--- config.mk ---
export PLATFORM = sky130hd
export DESIGN_NAME = inv_key_schedule
export DESIGN_NICKNAME = d
export VERILOG_FILES = /design/src/rtl/inv_key_schedule.sv
export SDC_FILE = /design/constraint.sdc
export NUM_CORES = 1
export LEC_CHECK = 0
export ABC_AREA = 1
export ABC_CLOCK_PERIOD_IN_PS = 3200
export BUFFER_PORTS_ARGS = -buffer_cell sky130_fd_sc_hd__buf_2
export CORE_ASPECT_RATIO = 1.2
export CORE_MARGIN = 5
export CORE_UTILIZATION = 35
export CTS_CLUSTER_DIAMETER = 80
export DETAILED_ROUTE_END_ITERATION = 10
export HOLD_SLACK_MARGIN = 0.08
export PLACE_DENSITY_LB_ADDON = 0.05
export SETUP_SLACK_MARGIN = 0.3
export SLEW_MARGIN = 5
export SYNTH_ARGS = -nofsm -noshare
export SYNTH_HDL_FRONTEND = slang
export SYNTH_SLANG_ARGS = --single-unit
export TNS_END_PERCENT = 30
--- constraint.sdc ---
create_clock -name clk -period 3.2 [get_ports clk]
set_input_delay 0.16 -clock clk [delete_from_list [all_inputs] [get_ports clk]]
set_output_delay 0.16 -clock clk [all_outputs]
set_load 0.1 [all_outputs]
--- src/rtl/inv_key_schedule.sv ---
// inv_key_schedule -- sequential AES-128 inverse key schedule.
// Loads the round-10 key and walks the schedule backwards. It emits one round
// key per accepted valid/ready transfer, from round ROUNDS down to round 0.
// Ports:
//   clk, rst_n   clock, asynchronous active-low reset
//   start        load request, sampled only in IDLE
//   last_key     round-10 key (word 0 in [127:96], word 3 in [31:0])
//   busy         high while a sequence is running
//   key_out      current round key
//   key_round    round index of key_out
//   key_valid    key_out/key_round valid
//   key_ready    consumer accepts on key_valid && key_ready
//   done         one-cycle pulse after the round-0 key is accepted

// subbytes -- AES S-box applied to every byte of a W-bit word.
// Ports: din (W bits) in, dout (W bits) out; combinational.
module subbytes #(
    parameter int unsigned W = 32
) (
    input  logic [W-1:0] din,
    output logic [W-1:0] dout
);
    localparam logic [7:0] SBOX [256] = '{
        8'h63, 8'h7c, 8'h77, 8'h7b, 8'hf2, 8'h6b, 8'h6f, 8'hc5, 8'h30, 8'h01, 8'h67, 8'h2b, 8'hfe, 8'hd7, 8'hab, 8'h76,
        8'hca, 8'h82, 8'hc9, 8'h7d, 8'hfa, 8'h59, 8'h47, 8'hf0, 8'had, 8'hd4, 8'ha2, 8'haf, 8'h9c, 8'ha4, 8'h72, 8'hc0,
        8'hb7, 8'hfd, 8'h93, 8'h26, 8'h36, 8'h3f, 8'hf7, 8'hcc, 8'h34, 8'ha5, 8'he5, 8'hf1, 8'h71, 8'hd8, 8'h31, 8'h15,
        8'h04, 8'hc7, 8'h23, 8'hc3, 8'h18, 8'h96, 8'h05, 8'h9a, 8'h07, 8'h12, 8'h80, 8'he2, 8'heb, 8'h27, 8'hb2, 8'h75,
        8'h09, 8'h83, 8'h2c, 8'h1a, 8'h1b, 8'h6e, 8'h5a, 8'ha0, 8'h52, 8'h3b, 8'hd6, 8'hb3, 8'h29, 8'he3, 8'h2f, 8'h84,
        8'h53, 8'hd1, 8'h00, 8'hed, 8'h20, 8'hfc, 8'hb1, 8'h5b, 8'h6a, 8'hcb, 8'hbe, 8'h39, 8'h4a, 8'h4c, 8'h58, 8'hcf,
        8'hd0, 8'hef, 8'haa, 8'hfb, 8'h43, 8'h4d, 8'h33, 8'h85, 8'h45, 8'hf9, 8'h02, 8'h7f, 8'h50, 8'h3c, 8'h9f, 8'ha8,
        8'h51, 8'ha3, 8'h40, 8'h8f, 8'h92, 8'h9d, 8'h38, 8'hf5, 8'hbc, 8'hb6, 8'hda, 8'h21, 8'h10, 8'hff, 8'hf3, 8'hd2,
        8'hcd, 8'h0c, 8'h13, 8'hec, 8'h5f, 8'h97, 8'h44, 8'h17, 8'hc4, 8'ha7, 8'h7e, 8'h3d, 8'h64, 8'h5d, 8'h19, 8'h73,
        8'h60, 8'h81, 8'h4f, 8'hdc, 8'h22, 8'h2a, 8'h90, 8'h88, 8'h46, 8'hee, 8'hb8, 8'h14, 8'hde, 8'h5e, 8'h0b, 8'hdb,
        8'he0, 8'h32, 8'h3a, 8'h0a, 8'h49, 8'h06, 8'h24, 8'h5c, 8'hc2, 8'hd3, 8'hac, 8'h62, 8'h91, 8'h95, 8'he4, 8'h79,
        8'he7, 8'hc8, 8'h37, 8'h6d, 8'h8d, 8'hd5, 8'h4e, 8'ha9, 8'h6c, 8'h56, 8'hf4, 8'hea, 8'h65, 8'h7a, 8'hae, 8'h08,
        8'hba, 8'h78, 8'h25, 8'h2e, 8'h1c, 8'ha6, 8'hb4, 8'hc6, 8'he8, 8'hdd, 8'h74, 8'h1f, 8'h4b, 8'hbd, 8'h8b, 8'h8a,
        8'h70, 8'h3e, 8'hb5, 8'h66, 8'h48, 8'h03, 8'hf6, 8'h0e, 8'h61, 8'h35, 8'h57, 8'hb9, 8'h86, 8'hc1, 8'h1d, 8'h9e,
        8'he1, 8'hf8, 8'h98, 8'h11, 8'h69, 8'hd9, 8'h8e, 8'h94, 8'h9b, 8'h1e, 8'h87, 8'he9, 8'hce, 8'h55, 8'h28, 8'hdf,
        8'h8c, 8'ha1, 8'h89, 8'h0d, 8'hbf, 8'he6, 8'h42, 8'h68, 8'h41, 8'h99, 8'h2d, 8'h0f, 8'hb0, 8'h54, 8'hbb, 8'h16
    };

    for (genvar b = 0; b < W / 8; b++) begin : g_byte
        assign dout[b*8 +: 8] = SBOX[din[b*8 +: 8]];
    end
endmodule

module inv_key_schedule #(
    parameter int unsigned N      = 128,
    parameter int unsigned ROUNDS = 10
) (
    input  logic         clk,
    input  logic         rst_n,
    input  logic         start,
    input  logic [N-1:0] last_key,
    output logic         busy,
    output logic [N-1:0] key_out,
    output logic [3:0]   key_round,
    output logic         key_valid,
    input  logic         key_ready,
    output logic         done
);
    typedef enum logic {IDLE, RUN} state_t;

    state_t      state;
    logic [31:0] w0, w1, w2, w3;
    logic [31:0] p0, p1, p2, p3;
    logic [31:0] sub_w;
    logic [7:0]  rcon;
    logic [N-1:0] prev_key;

    assign w0 = key_out[127:96];
    assign w1 = key_out[95:64];
    assign w2 = key_out[63:32];
    assign w3 = key_out[31:0];

    assign p3 = w3 ^ w2;
    assign p2 = w2 ^ w1;
    assign p1 = w1 ^ w0;

    // SubWord(RotWord(p3)); p3 is the previous key's last word, which is
    // exactly the word the forward expansion fed into SubWord.
    subbytes #(.W(32)) u_subword (
        .din  ({p3[23:0], p3[31:24]}),
        .dout (sub_w)
    );

    // Rcon is indexed by the current (later) round, not by the one produced.
    always_comb begin
        rcon = 8'h00;
        case (key_round)
            4'd1:    rcon = 8'h01;
            4'd2:    rcon = 8'h02;
            4'd3:    rcon = 8'h04;
            4'd4:    rcon = 8'h08;
            4'd5:    rcon = 8'h10;
            4'd6:    rcon = 8'h20;
            4'd7:    rcon = 8'h40;
            4'd8:    rcon = 8'h80;
            4'd9:    rcon = 8'h1b;
            4'd10:   rcon = 8'h36;
            default: rcon = 8'h00;
        endcase
    end

    assign p0       = w0 ^ sub_w ^ {rcon, 24'h000000};
    assign prev_key = {p0, p1, p2, p3};

    always_ff @(posedge clk or negedge rst_n) begin
        if (!rst_n) begin
            state     <= IDLE;
            key_out   <= '0;
            key_round <= '0;
            key_valid <= 1'b0;
            busy      <= 1'b0;
            done      <= 1'b0;
        end else begin
            case (state)
                IDLE: begin
                    done <= 1'b0;
                    if (start) begin
                        key_out   <= last_key;
                        key_round <= 4'(ROUNDS);
                        key_valid <= 1'b1;
                        busy      <= 1'b1;
                        state     <= RUN;
                    end
                end
                RUN: begin
                    if (key_valid && key_ready) begin
                        if (key_round == 4'd0) begin
                            key_valid <= 1'b0;
                            busy      <= 1'b0;
                            done      <= 1'b1;
                            state     <= IDLE;
                        end else begin
                            key_out   <= prev_key;
                            key_round <= key_round - 4'd1;
                        end
                    end
                end
                default: state <= IDLE;
            endcase
        end
    end
endmodule

# ---- Word level (Yosys, flattened, before mapping)
# Memories as Yosys holds them, arrays and structs flattened.
# Cells that the tools add are included.
dict set report totals {
  inputBits 132
  elab_cells 61
  regBits 135
  romBits 8320
  memories 5
  out_inout_bits 135
}
# name depth word_bits read_ports rd_ports_with_merged_regs write_ports line_no
set mem_list {}
lappend mem_list {{(no name shown)} 256 8 1 0 0 43} ;# assign dout[b*8 +: 8] = SBOX[din[b*8 +: 8]];
lappend mem_list {{(no name shown)} 256 8 1 0 0 43}
lappend mem_list {{(no name shown)} 256 8 1 0 0 43}
lappend mem_list {{(no name shown)} 256 8 1 0 0 43}
lappend mem_list {{(no name shown)} 16 8 1 0 0 90} ;# case (key_round)
dict set report classes {
  reduce_logical 5
  eq_ne 4
  mux 27
  addsub 1
  bitwise 10
  order_cmp 4
}
# op n
set ops {}
lappend ops {{128-bit 2-to-1 mux} 3}
lappend ops {{128-bit case mux with 2 select lines} 1}
lappend ops {{32-bit XOR} 5}
lappend ops {{8-bit 2-to-1 mux} 8}
lappend ops {{9-bit >= comparator, second input constant} 4}
lappend ops {{8-bit NOT with 9-bit output} 4}
lappend ops {{4-bit 2-to-1 mux} 3}
lappend ops {{1-bit 2-to-1 mux} 8}
lappend ops {{4-bit case mux with 2 select lines} 1}
lappend ops {{1-bit case mux with 2 select lines} 3}
lappend ops {{3-bit AND reduction} 2}
lappend ops {{4-bit logical NOT} 1}
lappend ops {{2-bit by 1-bit != test with 1-bit output, second input constant} 2}
lappend ops {{2-bit != test, second input constant} 2}
lappend ops {{4-bit by 1-bit subtractor with 4-bit output, second input constant} 1}
lappend ops {{2-bit AND reduction} 1}
lappend ops {{1-bit logical AND} 1}
lappend ops {{1-bit NOT} 1}

# ---- Longest topological paths before layout
dict set report depth {
  word_depth 10
  mapped_depth 19
  ltp_nobuf 19
}

# ---- By module
# Synthesis repeated with hierarchy kept, for this count alone.
dict set report unflattened {
  cells_unflattened 3733
  area_unflattened_um2 19956.6
}
# mod cells_per_inst seq_area_each_um2 instances area_each_um2
set by_module_without_submodules {}
lappend by_module_without_submodules {subbytes 2510 0.0 1 11538.6}
lappend by_module_without_submodules {inv_key_schedule 1223 3378.2 1 8418.1}

# ---- Worst setup path after synthesis
# OpenSTA, ideal clock, no wires.
dict set report synth_timing {
  kind {reg2reg}
  start {register key_out[57]}
  end {register key_out[97]}
  path_buffers 0
  stages_incl_launch_ff 19
  arrival_time_ns 2.868
  setup_time_ns 0.120
  setup_slack_ns 0.211
  required_time_ns 3.080
  cell_sequence {dfrtp_1 > inv_1 > nand2_1 > nand2_1 > ha_1 > inv_1 > nand3_1 > nand3_1 > nand3_1 > nand3_1 > nand2_1 > nand2_1 > nand2_1 > nand2_1 > nand2_1 > nand2_1 > nand3_1 > nand2_1 > nand2_1}
}
dict set report synth_via {
  elab_chain_cells 10
}
# item line_no
set synth_rtl {}
lappend synth_rtl {{start: declaration} 56} ;# output logic [N-1:0] key_out,
lappend synth_rtl {{start signal: assignment} 121} ;# key_out <= last_key;
lappend synth_rtl {{start signal: assignment} 136} ;# key_out <= prev_key;
lappend synth_rtl {{32-bit XOR} 76} ;# assign p3 = w3 ^ w2;
lappend synth_rtl {{8-bit NOT with 9-bit output (implied by the code)} 43}
lappend synth_rtl {{memory read 256 x 8 bit} -}
lappend synth_rtl {{8-bit 2-to-1 mux (implied by the code) (2 in a row)} 43}
lappend synth_rtl {{32-bit XOR (2 in a row)} 105} ;# assign p0 = w0 ^ sub_w ^ {rcon, 24'h000000};
lappend synth_rtl {{128-bit 2-to-1 mux} 130} ;# if (key_round == 4'd0) begin
lappend synth_rtl {{128-bit 2-to-1 mux} 129} ;# if (key_valid && key_ready) begin
lappend synth_rtl {{128-bit case mux with 2 select lines} 117} ;# case (state)
# Every way passes these cells. The select of a mux whose other input is x is not followed.
# A chain may end at the register's enable or synchronous reset.

# ---- Worst setup path after layout
dict set report layout_timing {
  start {register key_out[50]}
  end {register key_out[126]}
}
# The elaborated chain is that of the path after synthesis.

==> run_results.csv <==
group,metric,value,unit
placement,place_worst_setup_slack,280,ps
synthesis,synth_area,0.0196,mm^2
setup_path,worst-path-buf-inv,2,
setup_path,critical_path.max_fanout,8,
setup_path,start_kind,"register",
global_route,overflow,0,
sta,min_period,2820,ps
cells_and_area,area_growth,23.7,%
sta,finalCritPeriodShare,88.3,%
detailed_routing,drt-wirelength-per-cell,22.7,um
global_route,first_global_vias,26000,
setup_path,arrival,3210,ps
synthesis,synth_fp_nets,3766,
setup_path,cp_top_family,"simple AND/OR/NAND/NOR gates",
sta,finalMaxSlewViolations,0,
synthesis,synth_flop_cell,"dfrtp_1",
global_route,grt_pass1_wl,158000,um
setup_path,r2r_cells,14,
global_route,grt_usage,33.3,%
cells_and_area,fin_nets,4091,
sta,skew,23.7,ps
setup_path,worstReg2RegStart,"key_out[50]",
sta,final-hold-violation-count,0,
sta,timing_worst_slew_pin_value,1080,ps
clock_tree,cts_root_buf,"clkbuf_16",
min_path,hold-path-cell-count,5,
synthesis,netlist.area_leader.share,29.9,%
placement,place.gp.congestion,1.04,
synthesis,yosys.area.top_type,"nand3_1",
sta,setup_ws,375,ps
clock_tree,clockBufferDepth,2,
setup_path,cpPeakStageDelay,450,ps
cells_and_area,drive_gt1_share,14.7,%
global_route,grt_max_degree,91,
floorplan,ios,267,
synthesis,synth_cell_type_count,36,
synthesis,synthTopCellsByCount,"nand3_1 (1168), nand2_1 (1154), nor2_1 (181)",
detailed_routing,finalWirelength,106000,um
synthesis,synth-edff-count,0,
synthesis,netlist_top_cells_area,"nand3_1 (30%), nand2_1 (22%), dfrtp_1 (17%)",
synthesis,ys_warn_count,0,
status,outcome,"complete, no violations",
detailed_routing,drtIter0Drc,3757,
clock_tree,insertion_delay,510,ps
synthesis,synth_async_sr_flop_share,100,%
synthesis,ys_seq_area_share,17.3,%
setup_path,crit_required,3590,ps
clock_tree,numCtsBuffers,17,
clock_tree,htree_levels,4,
setup_path,path_common_cell,"nand2_1",
floorplan,core_area,0.0557,mm^2
detailed_routing,vias,27600,
clock_tree,cts_tree,"built",
floorplan,start_util,35.1,%
min_path,hold_start,"last_key[114]",
synthesis,synth_cells,3576,
floorplan,die_w,226,um
detailed_routing,drc_errors,0,
setup_path,r2r_slack,380,ps
detailed_routing,firstDrtPassIters,8,
sta,tns,0,ps
setup_path,end_kind,"register",
setup_path,critical_path_class,"register to register",
synthesis,synth.most_common_cell,"nand3_1",
setup_path,reg2reg_to,"key_out[126]",
min_path,holdPathEnd,"key_out[114]",
detailed_routing,vias_per_cell,5.95,
setup_path,path_cells,"inv_2, nand2_1, nand2_1, buf_4, nand2_1, nand3_1, nand2_1, nand3_1, nand3_1, nand3_1, nand3b_1, nand3_1, nand2_1, nand2_1",
sta,slew-limit-headroom,27.8,%
sta,setup_viol_count_final,0,
floorplan,die_area,0.0608,mm^2
floorplan,rows,95,
min_path,hold_class,"input port to register",
job,maxCapViolCount,0,
placement,portBuffers,266,
clock_tree,cts_sinks,135,
detailed_routing,antenna_left,0,
setup_path,crit_path_start,"key_out[50]",
sta,rsz0062_at_grt,"yes",
synthesis,syn_avg_cell_area,5.48,um^2
synthesis,synth_seq_cells,135,
setup_path,cp_slowest_cell,"dfrtp_1",
global_route,antenna_found_initial,6,
cells_and_area,fill_cells,6209,
sta,fmax,354,MHz
clock_tree,clkTransAtPathRegs,70,ps
floorplan,fp.dieH,269,um
placement,dpl.hpwl,76700,um
[per-layer routing]
metal  global-route usage (%)  wire length (um)  vias up
met1                     40.5             39200    12700
met2                     55.4             49200     1799
met3                     6.64             10300      437
met4                     17.9              6880        6
met5                        0                40        -
li1                         -                 -    12700
[flip-flops by register name, indices dropped and copies added, names as in the netlist]
signal     flops
key_out      128
key_round      4
state          1
key_valid      1
done           1
[cells in the final DEF (no fill, tap or decap), drive strengths merged]
cell | synthesis | layout
a211oi | 9 | 9
a21oi | 110 | 110
a22oi | 9 | 9
a31oi | 33 | 33
a32oi | 7 | 7
buf | 130 | 419
clkbuf | 114 | 17
clkinv | 12 | 13
clkinvlp | 0 | 5
dfrtp | 135 | 135
diode | 0 | 4
dlygate4sd3 | 0 | 131
ha | 58 | 58
inv | 175 | 184
nand2 | 1194 | 1194
nand3 | 1170 | 1170
nand3b | 6 | 6
nand4 | 10 | 10
nor2 | 184 | 184
nor3 | 9 | 9
o2111ai | 1 | 1
o211ai | 29 | 29
o21ai | 115 | 115
o22ai | 16 | 16
or2 | 15 | 15
xnor2 | 21 | 21
xor2 | 14 | 14
[how the worst max path moves through the flow]
stage	slack (ps)	to	cells past startpoint
floorplan	270	key_out[104]	17
detailed placement	280	key_out[117]	17
CTS	290	key_out[109]	17
global route	230	key_out[124]	18
finish	380	key_out[126]	14
global placement	280	key_out[117]	17
[worst register-to-register path: cells and delay by family (launching register included)]
kind	cells	cell delay (ps)
AND/OR/NAND/NOR	12	1940
flip-flops	1	450
buffers and inverters	2	350
[kinds of logic (layout without fill, tap and decap cells)]
kind of cell | after synthesis | in the layout | synth area share, %
xor gates and xnor gates | 35 | 35 | 1.87
AOI/OAI and AO/OA | 329 | 329 | 9.50
DFF | 135 | 135 | 17.3
and+or+nand+nor | 2588 | 2588 | 58.3
buffers and inverters | 431 | 769 | 9.36
other | 0 | 4 | 0
adders and majority gates | 58 | 58 | 3.71
[stage by stage]
step / utilization, % / hold slack (ps) / cells / instance area [um^2]
6_report: 43.5 / 132 / 4645 / 24200
5_1_grt: 43.4 / 210 / 4642 / 24200
4_1_cts: 43.2 / 119 / 4641 / 24100
3_5_place_dp: 39.9 / 153 / 4478 / 22200
3_3_place_gp: 39.9 / 146 / 4478 / 22200
2_1_floorplan: - / -136 / 3576 / 19600
[final cells by class]
class                      count  area (um^2)  share of cell area (%)
multi-input combinational   3010        14600                    60.3
timing repair buffer         550         4050                    16.7
sequential                   135         3390                    14.0
tap                          727          910                    3.75
inverter                     187          707                    2.92
clock buffer                  17          425                    1.76
clock inverter                15          135                   0.558
antenna                        4         10.0                  0.0413
[timing repair]
| action | CTS | global route |
|---|---|---|
| setup buffers | 0 | 0 |
| resized for setup | 1 | 29 |
| hold buffers | 131 | 0 |
| endpoints found under the hold margin | 181 | 0 |
| setup endpoints to repair | 6 | 30 |
Power is not shown: default switching activity piles up to over one toggle a cycle in this logic, so the estimate is an artifact.
